$ cat config.mk
export PLATFORM = sky130hd
export DESIGN_NAME = running_mean_divider_flat
export DESIGN_NICKNAME = d
export VERILOG_FILES = /design/src/rtl/running_mean_divider_if.sv /design/src/rtl/running_mean_divider.sv /design/src/flat_wrapper.sv
export SDC_FILE = /design/constraint.sdc
export NUM_CORES = 1
export LEC_CHECK = 0
export BUFFER_PORTS_ARGS = -buffer_cell sky130_fd_sc_hd__buf_2
export CORE_ASPECT_RATIO = 1.2
export CORE_MARGIN = 2
export CORE_UTILIZATION = 42
export CTS_CLUSTER_SIZE = 28
export DETAILED_ROUTE_END_ITERATION = 12
export GPL_TIMING_DRIVEN = 0
export SLEW_MARGIN = 30
export SYNTH_ARGS = -nofsm -noshare
export SYNTH_HDL_FRONTEND = slang
export SYNTH_SLANG_ARGS = --single-unit
$ cat constraint.sdc
create_clock -name clk -period 4.8 [get_ports clk]
set_clock_uncertainty 0.2 [all_clocks]
set_input_delay 0.48 -clock clk [delete_from_list [all_inputs] [get_ports clk]]
set_output_delay 0.48 -clock clk [all_outputs]
set_load 0.01 [all_outputs]
$ cat src/rtl/running_mean_divider_if.sv
// Operand and result handshake bundle for running_mean_divider.
// The divider takes the slave side; the accumulator/result logic takes the master side.
interface running_mean_divider_if;
    logic        in_valid;
    logic        in_ready;
    logic [31:0] sum;
    logic [31:0] count;
    logic        out_valid;
    logic        out_ready;
    logic [31:0] mean;
    logic        div_zero;

    modport master (
        output in_valid, sum, count, out_ready,
        input  in_ready, out_valid, mean, div_zero
    );

    modport slave (
        input  in_valid, sum, count, out_ready,
        output in_ready, out_valid, mean, div_zero
    );
endinterface

$ cat src/rtl/running_mean_divider.sv
// Iterative restoring divider: mean = signed sum / unsigned count, truncated toward zero,
// one quotient bit per cycle, valid/ready on operands and result.
module running_mean_divider (
    input  logic                       clk,
    input  logic                       rst_n,
    running_mean_divider_if.slave      bus
);
    typedef enum logic [1:0] {IDLE, CALC, DONE} state_t;

    state_t      state_reg, state_next;
    logic        sign_reg, sign_next;
    logic [31:0] mag_reg, mag_next;
    logic [31:0] divisor_reg, divisor_next;
    logic [31:0] rem_reg, rem_next;
    logic [31:0] quot_reg, quot_next;
    logic [4:0]  cnt_reg, cnt_next;
    logic [31:0] mean_reg, mean_next;
    logic        div_zero_reg, div_zero_next;

    // The remainder never reaches the divisor after a step, so 32 bits hold it;
    // only the shifted trial value needs the extra 33rd bit.
    logic [32:0] rem_shift;
    logic [31:0] rem_sub;
    logic        step_ge;
    logic [31:0] quot_step;

    assign rem_shift = {rem_reg, mag_reg[31]};
    assign step_ge   = (rem_shift >= {1'b0, divisor_reg});
    assign rem_sub   = rem_shift[31:0] - divisor_reg;
    assign quot_step = {quot_reg[30:0], step_ge};

    always_ff @(posedge clk or negedge rst_n) begin
        if (!rst_n) begin
            state_reg    <= IDLE;
            sign_reg     <= 1'b0;
            mag_reg      <= '0;
            divisor_reg  <= '0;
            rem_reg      <= '0;
            quot_reg     <= '0;
            cnt_reg      <= '0;
            mean_reg     <= '0;
            div_zero_reg <= 1'b0;
        end else begin
            state_reg    <= state_next;
            sign_reg     <= sign_next;
            mag_reg      <= mag_next;
            divisor_reg  <= divisor_next;
            rem_reg      <= rem_next;
            quot_reg     <= quot_next;
            cnt_reg      <= cnt_next;
            mean_reg     <= mean_next;
            div_zero_reg <= div_zero_next;
        end
    end

    always_comb begin
        state_next    = state_reg;
        sign_next     = sign_reg;
        mag_next      = mag_reg;
        divisor_next  = divisor_reg;
        rem_next      = rem_reg;
        quot_next     = quot_reg;
        cnt_next      = cnt_reg;
        mean_next     = mean_reg;
        div_zero_next = div_zero_reg;

        case (state_reg)
            IDLE: begin
                if (bus.in_valid) begin
                    sign_next    = bus.sum[31];
                    // |-2^31| wraps to 0x80000000, which is the correct unsigned magnitude
                    mag_next     = bus.sum[31] ? (~bus.sum + 32'd1) : bus.sum;
                    divisor_next = bus.count;
                    rem_next     = '0;
                    quot_next    = '0;
                    cnt_next     = 5'd31;
                    if (bus.count == 32'd0) begin
                        mean_next     = '0;
                        div_zero_next = 1'b1;
                        state_next    = DONE;
                    end else begin
                        div_zero_next = 1'b0;
                        state_next    = CALC;
                    end
                end
            end
            CALC: begin
                mag_next  = {mag_reg[30:0], 1'b0};
                rem_next  = step_ge ? rem_sub : rem_shift[31:0];
                quot_next = quot_step;
                cnt_next  = cnt_reg - 5'd1;
                if (cnt_reg == 5'd0) begin
                    mean_next  = sign_reg ? (~quot_step + 32'd1) : quot_step;
                    state_next = DONE;
                end
            end
            DONE: begin
                if (bus.out_ready) begin
                    state_next = IDLE;
                end
            end
            default: state_next = IDLE;
        endcase
    end

    always_comb begin
        bus.in_ready  = (state_reg == IDLE);
        bus.out_valid = (state_reg == DONE);
        bus.mean      = mean_reg;
        bus.div_zero  = div_zero_reg;
    end
endmodule
$ cat src/flat_wrapper.sv
// flat-port wrapper written by rule: the top's interface ports become plain ports
module running_mean_divider_flat 
  (clk, rst_n, bus_in_valid, bus_sum, bus_count, bus_out_ready, bus_in_ready, bus_out_valid, bus_mean, bus_div_zero);
  running_mean_divider_if bus_i ();
  input  logic clk;
  input  logic rst_n;
  input wire logic [$bits(bus_i.in_valid)-1:0] bus_in_valid;
  input wire logic [$bits(bus_i.sum)-1:0] bus_sum;
  input wire logic [$bits(bus_i.count)-1:0] bus_count;
  input wire logic [$bits(bus_i.out_ready)-1:0] bus_out_ready;
  output wire logic [$bits(bus_i.in_ready)-1:0] bus_in_ready;
  output wire logic [$bits(bus_i.out_valid)-1:0] bus_out_valid;
  output wire logic [$bits(bus_i.mean)-1:0] bus_mean;
  output wire logic [$bits(bus_i.div_zero)-1:0] bus_div_zero;
  assign bus_i.in_valid = bus_in_valid;
  assign bus_i.sum = bus_sum;
  assign bus_i.count = bus_count;
  assign bus_i.out_ready = bus_out_ready;
  assign bus_in_ready = bus_i.in_ready;
  assign bus_out_valid = bus_i.out_valid;
  assign bus_mean = bus_i.mean;
  assign bus_div_zero = bus_i.div_zero;
  running_mean_divider u_core (.clk(clk), .rst_n(rst_n), .bus(bus_i));
endmodule
* Word level (Yosys, flattened, before mapping)
Index checks and enable logic that the tools add are counted.
** Word-level totals
- Register bits :: 168
- Output and inout port bits :: 35
- Word-level logic and storage cells :: 50
** Cells by class
- Add/subtract/negate cells :: 4
- Magnitude comparators :: 1
- Eq/ne operators :: 6
- Multiplexer cells :: 20
- Bitwise gates (word level) :: 2
- Reductions and logical operators :: 8
** Operators with widths (count)
- 32-bit 2-to-1 mux :: 8
- 32-bit one-hot mux with 2 select lines :: 3
- 32-bit by 1-bit adder with 32-bit output (second input constant) :: 2
- 32-bit NOT :: 2
- 31-bit one-hot mux with 2 select lines :: 1
- 33-bit by 32-bit greater-or-equal comparator with 1-bit output :: 1
- 32-bit logical NOT :: 1
- 32-bit subtractor :: 1
- 5-bit one-hot mux with 2 select lines :: 1
- 2-bit 2-to-1 mux :: 4
- 2-bit one-hot mux with 3 select lines :: 1
- 5-bit logical NOT :: 1
- 5-bit 2-to-1 mux :: 1
- 5-bit by 1-bit subtractor with 5-bit output (second input constant) :: 1
- 2-bit by 1-bit inequality test with 1-bit output (second input constant) :: 2
- 2-bit inequality test (second input constant) :: 2
- 2-bit AND reduction :: 2
- 4-bit AND reduction :: 1
- 3-bit AND reduction :: 1
- 2-bit by 1-bit == test with 1-bit output (second input constant) :: 1
- 2-bit == test (second input constant) :: 1
- 2-bit logical NOT :: 1
- 2-bit nonzero test :: 1
- 1-bit 2-to-1 mux :: 1

* Logic depth before layout (Yosys ltp)
Gate-level depths: netlist of run 1.
- Depth after elaboration :: 6
- Gate-level depth with buffers :: 17

* Least setup slack after synthesis of run 1
OpenSTA, ideal clock, no wires.
- Path type :: register -> register
- Start point :: register u_core.rem_reg[11]
- End point :: register u_core.mean_reg[24], in the netlist u_core.bus.mean[24]
- Setup time :: 133 ps
- Arrival time :: 3355 ps
- Required time :: 4467 ps
- Slack :: 1112 ps
- Stages on the path, launching flop included :: 17
- Buffers on the path :: 3
- Path through :: dfrtp_1 -> ha_1 -> clkbuf_1 -> a21oi_1 -> o21ai_0 -> a311oi_1 -> a211oi_1 -> o21a_1 -> inv_1 -> buf_2 -> buf_1 -> ha_1 -> and2_1 -> nand2_1 -> o31ai_1 -> xor2_1 -> o21ai_0
** On the way
- Word-level cells in the longest chain between the ends :: 6
** Ends and longest elaborated chain
- start: declaration :: RTL line running_mean_divider.sv:14 : logic [31:0] rem_reg, rem_next;
- start signal: assignment :: RTL line running_mean_divider.sv:48 : rem_reg <= rem_next;
- 33-bit by 32-bit greater-or-equal comparator with 1-bit output :: RTL line running_mean_divider.sv:28 : assign step_ge = (rem_shift >= {1'b0, divisor_reg});
- 32-bit NOT :: RTL line running_mean_divider.sv:93 : mean_next = sign_reg ? (~quot_step + 32'd1) : quot_step;
- 32-bit by 1-bit adder with 32-bit output :: RTL line running_mean_divider.sv:93
- 32-bit 2-to-1 mux :: RTL line running_mean_divider.sv:93
- 32-bit 2-to-1 mux :: RTL line running_mean_divider.sv:92 : if (cnt_reg == 5'd0) begin
- 32-bit one-hot mux with 2 select lines :: RTL line running_mean_divider.sv:67 : case (state_reg)
- end signal: assignment :: RTL line running_mean_divider.sv:51 : mean_reg <= mean_next;
- end: declaration :: RTL line running_mean_divider.sv:17 : logic [31:0] mean_reg, mean_next;
No other way between the ends. The select of a mux whose other input is x is not followed.
A chain may end at the register's enable or synchronous reset.

* Worst setup path in the final report of run 1
- Start point :: register u_core.rem_reg[17]
- End point :: register u_core.mean_reg[22], in the netlist u_core.bus.mean[22]
Same word-level chain as after synthesis.

==> run summary, run 1 <==
## STA
* 0 — hold violation total from the final report
* 0 — number of max-slew violations in the final report
* 4370 ps — final critical delay including setup and external delays
* 91.0% — share of the cycle needed by the critical path after routing
* 434 ps — slack of the critical path
* 0 — setup-violating endpoint count in the final report
* 39.6% — Slew headroom
* false — RSZ-0062 raised after global routing
* 229 MHz — achievable frequency
* 898 ps — Worst Tran Pin Value
* 0 ps — Setup Total Neg Slack

## Routing
* 5 — drt pass-1 iters
* 0 — number of design rule violations left after detail routing
* 17.3 µm — post-DR wirelength/cell
* 8484 — total vias in the final route
* 26300 µm — detailed-route wire length
* 0 — antenna viol nets, final
* 5.58 — number of vias per cell
* 432 — first-iteration detailed-routing DRC count

## CTS
* 17 — number of buffers created by CTS
* 2 — maximum buffer depth of the clock tree
* 4 — CTS H-tree depth
* 168 — number of sinks on the clock net
* sky130_fd_sc_hd__clkbuf_16 — cell chosen for the clock root
* 70 ps — clock input transition at the sequential cells of the worst setup and hold paths
* built — clock tree from TritonCTS
* 430 ps — worst skew pair latency

## Floorplanning
* 42.8% — Initial Util
* 103 — Top Ports
* 142 µm — Die X-Extent
* 170 µm — overall die height
* 60 — count of standard-cell rows
* 24200 µm² — die outline area
* 22500 µm² — Floorplan Core Area

## Yosys
* sky130_fd_sc_hd__dfrtp_1 — library cell with the largest summed area after synthesis
* 0 — Warnings, synthesis
* sky130_fd_sc_hd__dfrtp_1, sky130_fd_sc_hd__o21ai_0, sky130_fd_sc_hd__nand2_1, sky130_fd_sc_hd__xor2_1, sky130_fd_sc_hd__ha_1 — main area contributors after synthesis
* 1105 — Gate Count Post-Synth
* sky130_fd_sc_hd__dfrtp_1 — leading register cell type out of synthesis
* 0 — EDFF count, synth
* 100% — share of synthesized flip-flops with an asynchronous set or reset
* 168 — synthesis-stage register bit count
* 1210 — number of nets produced by synthesis
* 8.73 µm² — post-synthesis average cell area
* 63 — number of library cell types mapped by synthesis
* 9640 µm² — post-synthesis instance area
* 43.6% — share of the yosys chip area belonging to registers
* 43.6% — area share of the largest cell type after synthesis

## Critical path
* flip-flop to flip-flop — worst setup path category
* 19 — maximum fanout along the worst path
* 4900 ps — Req. time, crit path
* flip-flop — endpoint type of the worst setup path
* 4470 ps — endpoint arrival time on the critical path
* flip-flop — startpoint class of the critical path

## Layout
* 49.5% — fin util
* 12.6% — fraction of layout cells with a size suffix above 1
* 1520 — number of non-filler instances in the completed layout
* 1333 — # nets final
* 0 — number of inserted diodes
* sky130_fd_sc_hd__nand2_1, sky130_fd_sc_hd__o21ai_0, sky130_fd_sc_hd__dfrtp_1 — most used cells in the layout excluding fill and tap cells
* 15.7% — Synth-to-Final Area Change
* sky130_fd_sc_hd__nand2_1 — most frequent standard cell in the layout excluding fill and tap cells
* 11200 µm² — summed area of non-filler cells in the final layout

## Pwr
* 0.000262 V — Max VDD drop
* 579 nW/µm² — Cell Pwr Density
* 5.05 nW — LEAKAGE

## Global route
* 84 — pin count of the biggest net entering global routing
* 8211 — vias in the first global route
* 42700 µm — global-route wire length before repair
* 0 — global-route congestion overflow total
* 22.2% — global-route usage over all layers
* 0 — initial antenna violation count

## Placed design
* 19500 µm — HPWL after detailed placement
* 10600 µm² — area after detailed placement
* 0.899 — routability-driven placement congestion ratio
* 1488 — placed cells
* 102 — Port Buf Inserts
* -86.5 ps — Post-Place Worst Slack

## Flow run
* 0 — count of maximum capacitance violations

## Run status
* complete, no violations — outcome

## Worst hold path
* primary input to flip-flop — class of the tightest hold or removal check

## per-stage QoR
stage	power (mW)	hold slack, ps
final	6.47	48.4
after global routing	7.00	62.1
after CTS	6.48	34.1
after detailed placement	5.12	160
after global placement	5.09	257
after floorplan	4.27	-15.6
## worst max-delay path: stages, from the launching register on
cell and delay (ps):
sky130_fd_sc_hd__dfrtp_1 410, sky130_fd_sc_hd__ha_1 390, sky130_fd_sc_hd__a21o_1 220, sky130_fd_sc_hd__a31oi_1 320
sky130_fd_sc_hd__o21ai_0 170, sky130_fd_sc_hd__a21oi_1 210, sky130_fd_sc_hd__o311ai_0 150, sky130_fd_sc_hd__o21a_1 280
sky130_fd_sc_hd__inv_1 90, sky130_fd_sc_hd__buf_2 450, sky130_fd_sc_hd__ha_1 290, sky130_fd_sc_hd__and2_1 320
sky130_fd_sc_hd__nand2_1 180, sky130_fd_sc_hd__o31ai_1 330, sky130_fd_sc_hd__xor2_1 170, sky130_fd_sc_hd__o21ai_0 80
## cells in the mapped netlist, types with 2 or more instances
cell type / n
sky130_fd_sc_hd__a211o_1: 2
sky130_fd_sc_hd__a211oi_1: 5
sky130_fd_sc_hd__a21boi_0: 2
sky130_fd_sc_hd__a21o_1: 6
sky130_fd_sc_hd__a21oi_1: 39
sky130_fd_sc_hd__a221o_1: 2
sky130_fd_sc_hd__a22o_1: 8
sky130_fd_sc_hd__a22oi_1: 30
sky130_fd_sc_hd__a31oi_1: 12
sky130_fd_sc_hd__a32oi_1: 11
sky130_fd_sc_hd__and2_1: 3
sky130_fd_sc_hd__and3_1: 2
sky130_fd_sc_hd__buf_1: 4
sky130_fd_sc_hd__buf_2: 3
sky130_fd_sc_hd__clkbuf_1: 54
sky130_fd_sc_hd__dfrtp_1: 168
sky130_fd_sc_hd__ha_1: 36
sky130_fd_sc_hd__inv_1: 49
sky130_fd_sc_hd__mux2i_1: 4
sky130_fd_sc_hd__nand2_1: 203
sky130_fd_sc_hd__nand2b_1: 6
sky130_fd_sc_hd__nand3_1: 10
sky130_fd_sc_hd__nand3b_1: 2
sky130_fd_sc_hd__nand4_1: 10
sky130_fd_sc_hd__nor2_1: 39
sky130_fd_sc_hd__nor2b_1: 6
sky130_fd_sc_hd__nor3_1: 12
sky130_fd_sc_hd__nor4_1: 13
sky130_fd_sc_hd__nor4_4: 2
sky130_fd_sc_hd__o211ai_1: 4
sky130_fd_sc_hd__o21a_1: 5
sky130_fd_sc_hd__o21ai_0: 181
sky130_fd_sc_hd__o21ai_1: 3
sky130_fd_sc_hd__o21bai_1: 3
sky130_fd_sc_hd__o31a_1: 2
sky130_fd_sc_hd__o31ai_1: 26
sky130_fd_sc_hd__o41ai_1: 10
sky130_fd_sc_hd__or2_2: 5
sky130_fd_sc_hd__or3_1: 8
sky130_fd_sc_hd__or4_1: 4
sky130_fd_sc_hd__or4_4: 2
sky130_fd_sc_hd__xnor2_1: 26
sky130_fd_sc_hd__xor2_1: 63
## path summary, 6_finish.rpt
kind	startpoint	endpoint	slack, ps	cells past startpoint
setup / recovery	u_core.rem_reg[17]	u_core.bus.mean[22]	430	15
hold / removal	bus_out_ready	u_core.state_reg[1]	50	2
setup reg to reg	u_core.rem_reg[17]	u_core.bus.mean[22]	430	15
hold reg to reg	u_core.bus.mean[13]	u_core.bus.mean[13]	270	2
max in group asynchronous	rst_n	u_core.rem_reg[0]	3380	3
min in group asynchronous	rst_n	u_core.bus.mean[10]	300	2
## cell families (layout without fill, tap and decap cells)
kind of cell,after synthesis,after routing,synth area share (%)
AO/OA/AOI/OAI,362,362,22.9
AND/OR/NAND/NOR,332,332,15.5
flip-flops,168,168,43.6
buffers and inverters,112,248,4.48
XOR/XNOR,89,89,8.08
adder cells (fa/ha/maj),37,37,4.88
multiplexers,5,5,0.532
## repair_timing
action | CTS | global route
setup buffers | 0 | 0
hold buffers | 1 | 0
resized for setup | 0 | 1
setup endpoints to repair | 6 | 1
hold endpoints to repair | 30 | 0
## routing by layer
layer | GRT usage (%) | share of wire [%]
met1 | 30.2 | 46
met2 | 37.1 | 48
met3 | 2.56 | 3.1
met4 | 7.40 | 2.2
met5 | 0 | 0
## power by group
group,total (mW),internal [mW],leakage (nW),switching (mW)
clock,1.34,0.741,0.284,0.597
sequential,2.05,1.81,2.22,0.240
combinational,3.08,1.11,2.55,1.97
## final cells by class
| cell class | instances | area [µm²] |
|---|---|---|
| Clock inverter | 10 | 82.6 |
| Tap cell | 279 | 349 |
| Clock buffer | 22 | 494 |
| Sequential cell | 168 | 4200 |
| Inverter | 50 | 188 |
| Buffer | 61 | 240 |
| Timing Repair Buffer | 105 | 586 |
| Fill cell | 2234 | 11400 |
| Multi-Input combinational cell | 825 | 5010 |
Power figures use the tool's default switching activity.
==> inputs of run 2 (changes only) <==
--- a/config.mk
+++ b/config.mk
@@ -5,6 +5,7 @@
 export SDC_FILE = /design/constraint.sdc
 export NUM_CORES = 1
 export LEC_CHECK = 0
+export ABC_AREA = 1
 export BUFFER_PORTS_ARGS = -buffer_cell sky130_fd_sc_hd__buf_2
 export CORE_ASPECT_RATIO = 1.2
 export CORE_MARGIN = 2
==> run 2 against run 1 <==
- sequential power rose by 11%
- non-clock buffer count fell by 11
- design area rose by 6.9%
- sequential share of layout area fell by 2.4 points
- core utilization rose by 0.060 points
- worst hold slack improved by 17 ps
- synthesized cell count rose by 25%
- register-to-register slack improved by 310 ps
==> run summary, run 2 <==
## Critical path
* 410 ps — crit-path max cell delay, -40 ps
* flip-flop — startpoint class of the critical path
* 4220 ps — endpoint arrival time on the critical path, -250 ps
* sky130_fd_sc_hd__nand2_1 — most used cell, CP
* flip-flop to flip-flop — worst setup path category
* 10 — maximum fanout along the worst path, -9
* ha_1 > a21oi_1 > nand2_1 > nand2_1 > nand2_1 > nand2_1 > nand2_2 > inv_1 > nand2_1 > nor2_4 > ha_1 > inv_1 > nor3_2 > nand3_2 > nor3_4 > nand3_2 > nor2_4 > nand3_2 > o21ai_2 > o21ai_1 > nand2_1 > nand2_1 > o21ai_1 — critical-path cell list
* flip-flop — endpoint type of the worst setup path
* sky130_fd_sc_hd__dfrtp_1 — Crit-path slowest cell
* 23 — number of cell instances on the worst register-to-register path, +8
* 4960 ps — Req. time, crit path, +60 ps

## Floorplanning
* 176 µm — overall die height, +3.5%
* 62 — count of standard-cell rows, +3.3%
* 24000 µm² — Floorplan Core Area, +6.8%
* 25900 µm² — die outline area, +7.2%
* 103 — Top Ports, unchanged
* 147 µm — Die X-Extent, +3.5%
* 43.1% — Initial Util, +0.25 points

## Yosys
* 0 — Warnings, synthesis, unchanged
* 40.6% — share of the yosys chip area belonging to registers, -3.0 points
* sky130_fd_sc_hd__nand2_1 — library cell with the highest instance count after synthesis
* 1383 — Gate Count Post-Synth, +25%
* sky130_fd_sc_hd__dfrtp_1, sky130_fd_sc_hd__nand2_1, sky130_fd_sc_hd__inv_1, sky130_fd_sc_hd__o21ai_0, sky130_fd_sc_hd__ha_1 — main area contributors after synthesis
* 40.6% — area share of the largest cell type after synthesis, -3.0 points
* 7.49 µm² — post-synthesis average cell area, -14%
* 52 — number of library cell types mapped by synthesis, -17%
* 0 — EDFF count, synth, unchanged
* sky130_fd_sc_hd__nand2_1, sky130_fd_sc_hd__inv_1, sky130_fd_sc_hd__dfrtp_1, sky130_fd_sc_hd__o21ai_0, sky130_fd_sc_hd__nor2_1 — most frequent cells after synthesis
* 1488 — number of nets produced by synthesis, +23%
* 168 — synthesis-stage register bit count, unchanged
* sky130_fd_sc_hd__dfrtp_1 — leading register cell type out of synthesis
* 10400 µm² — post-synthesis instance area, +7.4%
* sky130_fd_sc_hd__dfrtp_1 — library cell with the largest summed area after synthesis
* 100% — share of synthesized flip-flops with an asynchronous set or reset, unchanged

## Pwr
* 5.91 nW — LEAKAGE, +17%
* 781 nW/µm² — Cell Pwr Density, +35%
* 0.000372 V — Max VDD drop, +42%

## STA
* 898 ps — Worst Tran Pin Value, +0.482 ps
* 39.6% — Slew headroom, about the same
* 748 ps — slack of the critical path, +314 ps
* 247 MHz — achievable frequency, +7.7%
* 84.4% — share of the cycle needed by the critical path after routing, -6.5 points
* 4050 ps — final critical delay including setup and external delays, -314 ps
* 0 — number of max-slew violations in the final report, unchanged
* false — RSZ-0062 raised after global routing
* 0 ps — Setup Total Neg Slack, unchanged
* 0 — setup-violating endpoint count in the final report, unchanged
* 0 — hold violation total from the final report, unchanged

## Placed design
* 0.886 — routability-driven placement congestion ratio, -1.5%
* 102 — Port Buf Inserts, unchanged
* 22600 µm — HPWL after detailed placement, +16%
* 795 ps — Post-Place Worst Slack, +882 ps

## CTS
* 4 — CTS H-tree depth, unchanged
* 17 — number of buffers created by CTS, unchanged
* 2 — maximum buffer depth of the clock tree, unchanged
* sky130_fd_sc_hd__clkbuf_16 — cell chosen for the clock root
* built — clock tree from TritonCTS
* 0 — number of post-CTS setup repair buffers, unchanged
* 0 — post-cts resize count, unchanged
* 1 — number of hold buffers added after CTS, unchanged
* 70 ps — clock input transition at the sequential cells of the worst setup and hold paths, about the same
* 168 — number of sinks on the clock net, unchanged
* 440 ps — worst skew pair latency, about the same

## Routing
* 0 — number of design rule violations left after detail routing, unchanged
* 29600 µm — detailed-route wire length, +13%
* 9596 — total vias in the final route, +13%
* 6 — drt pass-1 iters, +1
* 705 — first-iteration detailed-routing DRC count, +63%
* 0 — antenna viol nets, final, unchanged
* 5.22 — number of vias per cell, -6.6%
* 16.1 µm — post-DR wirelength/cell, -7.0%

## Flow run
* 0 — count of maximum capacitance violations, unchanged

## Global route
* 23.8% — global-route usage over all layers, +1.6 points
* 0 — initial antenna violation count, unchanged
* 0 — global-route congestion overflow total, unchanged
* 68 — pin count of the biggest net entering global routing, -19%
* 9390 — vias in the first global route, +14%
* 49000 µm — global-route wire length before repair, +15%

## Run status
* complete, no violations — outcome

## Layout
* 15.2% — Synth-to-Final Area Change
* sky130_fd_sc_hd__nand2_1, sky130_fd_sc_hd__inv_1, sky130_fd_sc_hd__dfrtp_1 — most used cells in the layout excluding fill and tap cells
* 0 — number of inserted diodes, unchanged
* 1612 — # nets final, +21%
* 11.3% — fraction of layout cells with a size suffix above 1, -1.3 points
* sky130_fd_sc_hd__nand2_1 — most frequent standard cell in the layout excluding fill and tap cells
* 2474 — final-layout fill cell count, +11%

## Worst hold path
* 3 — number of instances on the worst hold path, +1
* primary input to flip-flop — class of the tightest hold or removal check

-- run 2: cell count changes after synthesis, sizes merged, moves of 11 or more --
cell	before	now
clkbuf	54	33
nand3	10	74
inv	49	177
nor3	12	23
a21oi	39	72
a32oi	11	0
nor2	39	118
xor2	63	27
o21ai	185	142
o22ai	0	31
nand2	204	337
o31ai	26	5
-- run 2: per-stage QoR --
step           utilization [%]  cells  cell area (µm²)  hold slack (ps)  power [mW]
2_1_floorplan                -   1383            10400            -15.6        6.33
3_3_place_gp              46.9   1805            11300              259        7.83
3_5_place_dp              47.1   1807            11300              180        7.90
4_1_cts                   49.6   1840            11900             52.6        9.33
5_1_grt                   49.6   1840            11900             67.2        10.2
6_report                  49.6   1840            11900             65.6        9.32
-- run 2: worst max-delay path: cells and delay by family, from the launching register on --
kind            cells  cell delay, ps
compound gates      4             690
fa+ha+maj           2             640
buf+inv             2             130
flops               1             410
simple gates       15            1940
-- run 2: cell type report --
type	instances	area [µm²]	share of cell area [%]
inverters	178	668	5.60
well taps	320	400	3.36
clock inverters	12	139	1.16
multi-input cells	987	5260	44.1
repair buffers	105	586	4.91
flip-flops and latches	168	4200	35.2
clock buffers	20	447	3.74
plain buffers	50	224	1.88
-- run 2: routing by layer --
metal | track usage (%) | share of wire, % | up-vias
met3 | 2.87 | 3.6 | 34
met5 | 0 | 0 | -
met4 | 6.33 | 1.6 | 0
li1 | - | - | 4853
met2 | 39.0 | 46 | 202
met1 | 33.5 | 49 | 4507
-- run 2: worst paths after layout --
path | end | slack, ps | start
setup / recovery | u_core.bus.mean[28] | 750 | u_core.rem_reg[19]
hold / removal | u_core.divisor_reg[4] | 70 | bus_count[4]
setup reg to reg | u_core.bus.mean[28] | 750 | u_core.rem_reg[19]
hold reg to reg | u_core.bus.mean[19] | 280 | u_core.bus.mean[19]
max in group asynchronous | u_core.mag_reg[8] | 3110 | rst_n
min in group asynchronous | u_core.divisor_reg[20] | 330 | rst_n
-- run 2: power by group --
| part | switching (mW) | internal (mW) |
|---|---|---|
| sequential | 0.310 | 1.97 |
| clock | 0.613 | 0.789 |
| combinational | 3.72 | 1.92 |
-- run 2: kinds of logic (layout without fill, tap and decap cells) --
kind of cell / after synthesis / after routing / synth area share [%]
AO/OA/AOI/OAI: 318 / 318 / 17.9
buffers and inverters: 228 / 365 / 8.61
adder cells (fa/ha/maj): 37 / 37 / 4.54
XOR/XNOR: 47 / 47 / 3.97
AND/OR/NAND/NOR: 585 / 585 / 24.4
flip-flops: 168 / 168 / 40.6
==> inputs of run 3 (changes only) <==
==> constraint.sdc (replaced) <==
create_clock -name clk -period 4.1 [get_ports clk]
set_clock_uncertainty 0.2 [all_clocks]
set_input_delay 0.41 -clock clk [delete_from_list [all_inputs] [get_ports clk]]
set_output_delay 0.41 -clock clk [all_outputs]
set_load 0.01 [all_outputs]
==> run 3 against run 2 <==
- design area increased by 1.3%
- sequential share of layout area decreased by 0.46 points
- worst setup slack lost 360 ps
- non-clock buffer count grew 15
- sequential power increased by 17%
- count of clock-buffer cells in the layout unchanged
- via count grew 0.81%
- register-to-register slack lost 360 ps
- first-iteration DRC count rose by 5.1%
- core utilization rose by 0.66 points
- critical path depth rose by 2
- clock power increased by 17%
- critical path type unchanged
==> run summary, run 3 (synthesized netlist as in run 2, its figures left out) <==
## Placed design
* 95.4 ps — Post-Place Worst Slack, -700 ps
* 0.886 — routability-driven placement congestion ratio, unchanged
* 102 — Port Buf Inserts, unchanged
* 1807 — placed cells, unchanged
* 22600 µm — HPWL after detailed placement, unchanged

## Pwr
* 49.7% — switching share of power, -0.13 points
* 0.000445 V — Max VDD drop, +20%
* 5.53 mW — internal power consumption, +18%
* 5.97 nW — LEAKAGE, +1.1%
* 908 nW/µm² — Cell Pwr Density, +16%
* 5.45 mW — P_sw, +18%
* 60.8% — combinational power share, +0.3 points
* 24.3% — Flop pwr share, about the same
* 14.9% — part of the total power dissipated in the clock network, about the same

## Routing
* 7 — drt pass-1 iters, +1
* 0 — antenna viol nets, final, unchanged
* 16.0 µm — post-DR wirelength/cell, -0.44%
* 9674 — total vias in the final route, +0.81%
* 741 — first-iteration detailed-routing DRC count, +5.1%
* 5.22 — number of vias per cell, about the same
* 0 — number of design rule violations left after detail routing, unchanged
* 29700 µm — detailed-route wire length, +0.37%

## Layout
* sky130_fd_sc_hd__nand2_1 — most frequent standard cell in the layout excluding fill and tap cells
* 0 — number of inserted diodes, unchanged
* 1855 — number of non-filler instances in the completed layout, +0.82%
* 16.7% — Synth-to-Final Area Change
* sky130_fd_sc_hd__nand2_1, sky130_fd_sc_hd__inv_1, sky130_fd_sc_hd__dfrtp_1 — most used cells in the layout excluding fill and tap cells
* 11.6% — fraction of layout cells with a size suffix above 1, +0.28 points
* 1627 — # nets final, +0.93%
* 50.3% — fin util, +0.66 points

## CTS
* 2 — maximum buffer depth of the clock tree, unchanged
* 4 — CTS H-tree depth, unchanged
* 17 — number of buffers created by CTS, unchanged
* sky130_fd_sc_hd__clkbuf_16 — cell chosen for the clock root
* built — clock tree from TritonCTS
* 430 ps — worst skew pair latency, about the same
* 168 — number of sinks on the clock net, unchanged
* 70 ps — clock input transition at the sequential cells of the worst setup and hold paths, about the same

## Worst hold path
* primary input to flip-flop — class of the tightest hold or removal check
* bus_count[20] — Hold Crit Start

## Global route
* 49100 µm — global-route wire length before repair, +0.31%
* 68 — pin count of the biggest net entering global routing, unchanged
* 0 — global-route congestion overflow total, unchanged
* 9425 — vias in the first global route, +0.37%
* 23.9% — global-route usage over all layers, +0.066 points
* 0 — initial antenna violation count, unchanged

## Critical path
* 390 ps — setup slack of the most critical reg-to-reg path, -360 ps
* u_core.rem_reg[19] — origin of the critical flop-to-flop path
* 3870 ps — endpoint arrival time on the critical path, -350 ps
* flip-flop to flip-flop — worst setup path category
* u_core.bus.mean[28] — endpoint of the worst register-to-register path
* 25 — number of cell instances on the worst register-to-register path, +8.7%
* 6 — maximum fanout along the worst path, -4
* u_core.bus.mean[28] — Critical Path Sink
* 4260 ps — Req. time, crit path, -700 ps
* flip-flop — startpoint class of the critical path
* flip-flop — endpoint type of the worst setup path
* u_core.rem_reg[19] — Crit. Startpoint

## STA
* 3710 ps — final critical delay including setup and external delays, -340 ps
* 898 ps — Worst Tran Pin Value, -0.333 ps
* 0 — hold violation total from the final report, unchanged
* 39.6% — Slew headroom, about the same
* 0 — setup-violating endpoint count in the final report, unchanged
* 269 MHz — achievable frequency, +9.2%
* 90.6% — share of the cycle needed by the critical path after routing, +6.1 points
* 387 ps — slack of the critical path, -360 ps
* false — RSZ-0062 raised after global routing
* 0 ps — Setup Total Neg Slack, unchanged
* 0 — number of max-slew violations in the final report, unchanged

## Floorplanning
* 147 µm — Die X-Extent, unchanged
* 62 — count of standard-cell rows, unchanged
* 43.1% — Initial Util, unchanged
* 103 — Top Ports, unchanged
* 176 µm — overall die height, unchanged
* 25900 µm² — die outline area, unchanged
* 24000 µm² — Floorplan Core Area, unchanged

## Run status
* complete, no violations — outcome

## Flow run
* 0 — count of maximum capacitance violations, unchanged

run 3: changes by cell type in the layout (fill, tap and decap cells not counted), sizes merged:
| cell | previous run | this run |
|---|---|---|
| buf | 121 | 124 |
| dlygate4sd3 | 1 | 13 |
run 3: per-layer routing:
metal	vias up	wire length [µm]	global-route usage [%]	share of wire, %
li1	4876	-	-	-
met1	4554	14200	33.6	48
met2	212	13800	39.2	47
met3	32	1240	2.87	4.2
met4	0	471	6.33	1.6
met5	-	0	0	0
run 3: stage by stage:
step	total power, mW	hold slack, ps	cell area (µm²)
after floorplan	7.41	-85.6	10400
after global placement	9.16	259	11300
after detailed placement	9.25	110	11300
after CTS	10.9	0.945	12000
after global routing	12.1	14.8	12100
final	11.0	6.86	12100
run 3: worst max-delay path: stages (launching register included):
cell and delay (ps):
sky130_fd_sc_hd__dfrtp_1 400, sky130_fd_sc_hd__ha_1 400, sky130_fd_sc_hd__nand2_2 150, sky130_fd_sc_hd__inv_1 50, sky130_fd_sc_hd__nand2_1 50, sky130_fd_sc_hd__nand2_1 70
sky130_fd_sc_hd__nand2_1 60, sky130_fd_sc_hd__nand2_1 70, sky130_fd_sc_hd__nand2_1 100, sky130_fd_sc_hd__nand2_2 80, sky130_fd_sc_hd__inv_1 60, sky130_fd_sc_hd__nand2_1 80
sky130_fd_sc_hd__nor2_4 150, sky130_fd_sc_hd__ha_1 190, sky130_fd_sc_hd__inv_1 80, sky130_fd_sc_hd__nor3_4 180, sky130_fd_sc_hd__nand3_2 130, sky130_fd_sc_hd__nor3_4 170
sky130_fd_sc_hd__nand3_2 150, sky130_fd_sc_hd__nor2_4 180, sky130_fd_sc_hd__nand3_2 110, sky130_fd_sc_hd__o21ai_2 200, sky130_fd_sc_hd__o21ai_1 120, sky130_fd_sc_hd__nand2_1 70
sky130_fd_sc_hd__nand2_1 40, sky130_fd_sc_hd__o21ai_1 110
run 3: layout make-up:
| cell class | count | area (µm²) |
|---|---|---|
| Clock inverter | 12 | 139 |
| Fill cell | 2463 | 12000 |
| Clock buffer | 20 | 447 |
| Tap cell | 320 | 400 |
| Buffer | 50 | 224 |
| Multi-Input combinational cell | 987 | 5280 |
| Sequential cell | 168 | 4200 |
| Timing Repair Buffer | 120 | 728 |
| Inverter | 178 | 668 |
run 3: timing repair:
item                                    CTS  global route
endpoints found under the hold margin    50             1
gates resized for setup                   0             4
setup buffers                             0             3
hold buffers                             12             1
endpoints found under the setup margin    0            10
run 3: power by group through the flow:
stage	combinational, mW	clock [mW]	sequential, mW
after CTS	6.60	1.66	2.66
after global placement	6.49	0	2.67
after global routing	7.59	1.74	2.74
after detailed placement	6.56	0	2.69
final	6.67	1.64	2.67
after floorplan	4.75	0	2.66
run 3: worst min-delay path by stage:
stage	to	slack, ps	cells after the start
4_1_cts	u_core.divisor_reg[20]	0.9	3
2_1_floorplan	u_core.bus.div_zero	-90	0
5_1_grt	u_core.divisor_reg[28]	10	3
3_3_place_gp	u_core.bus.mean[29]	260	2
6_report	u_core.divisor_reg[20]	7	3
3_5_place_dp	u_core.divisor_reg[20]	110	1
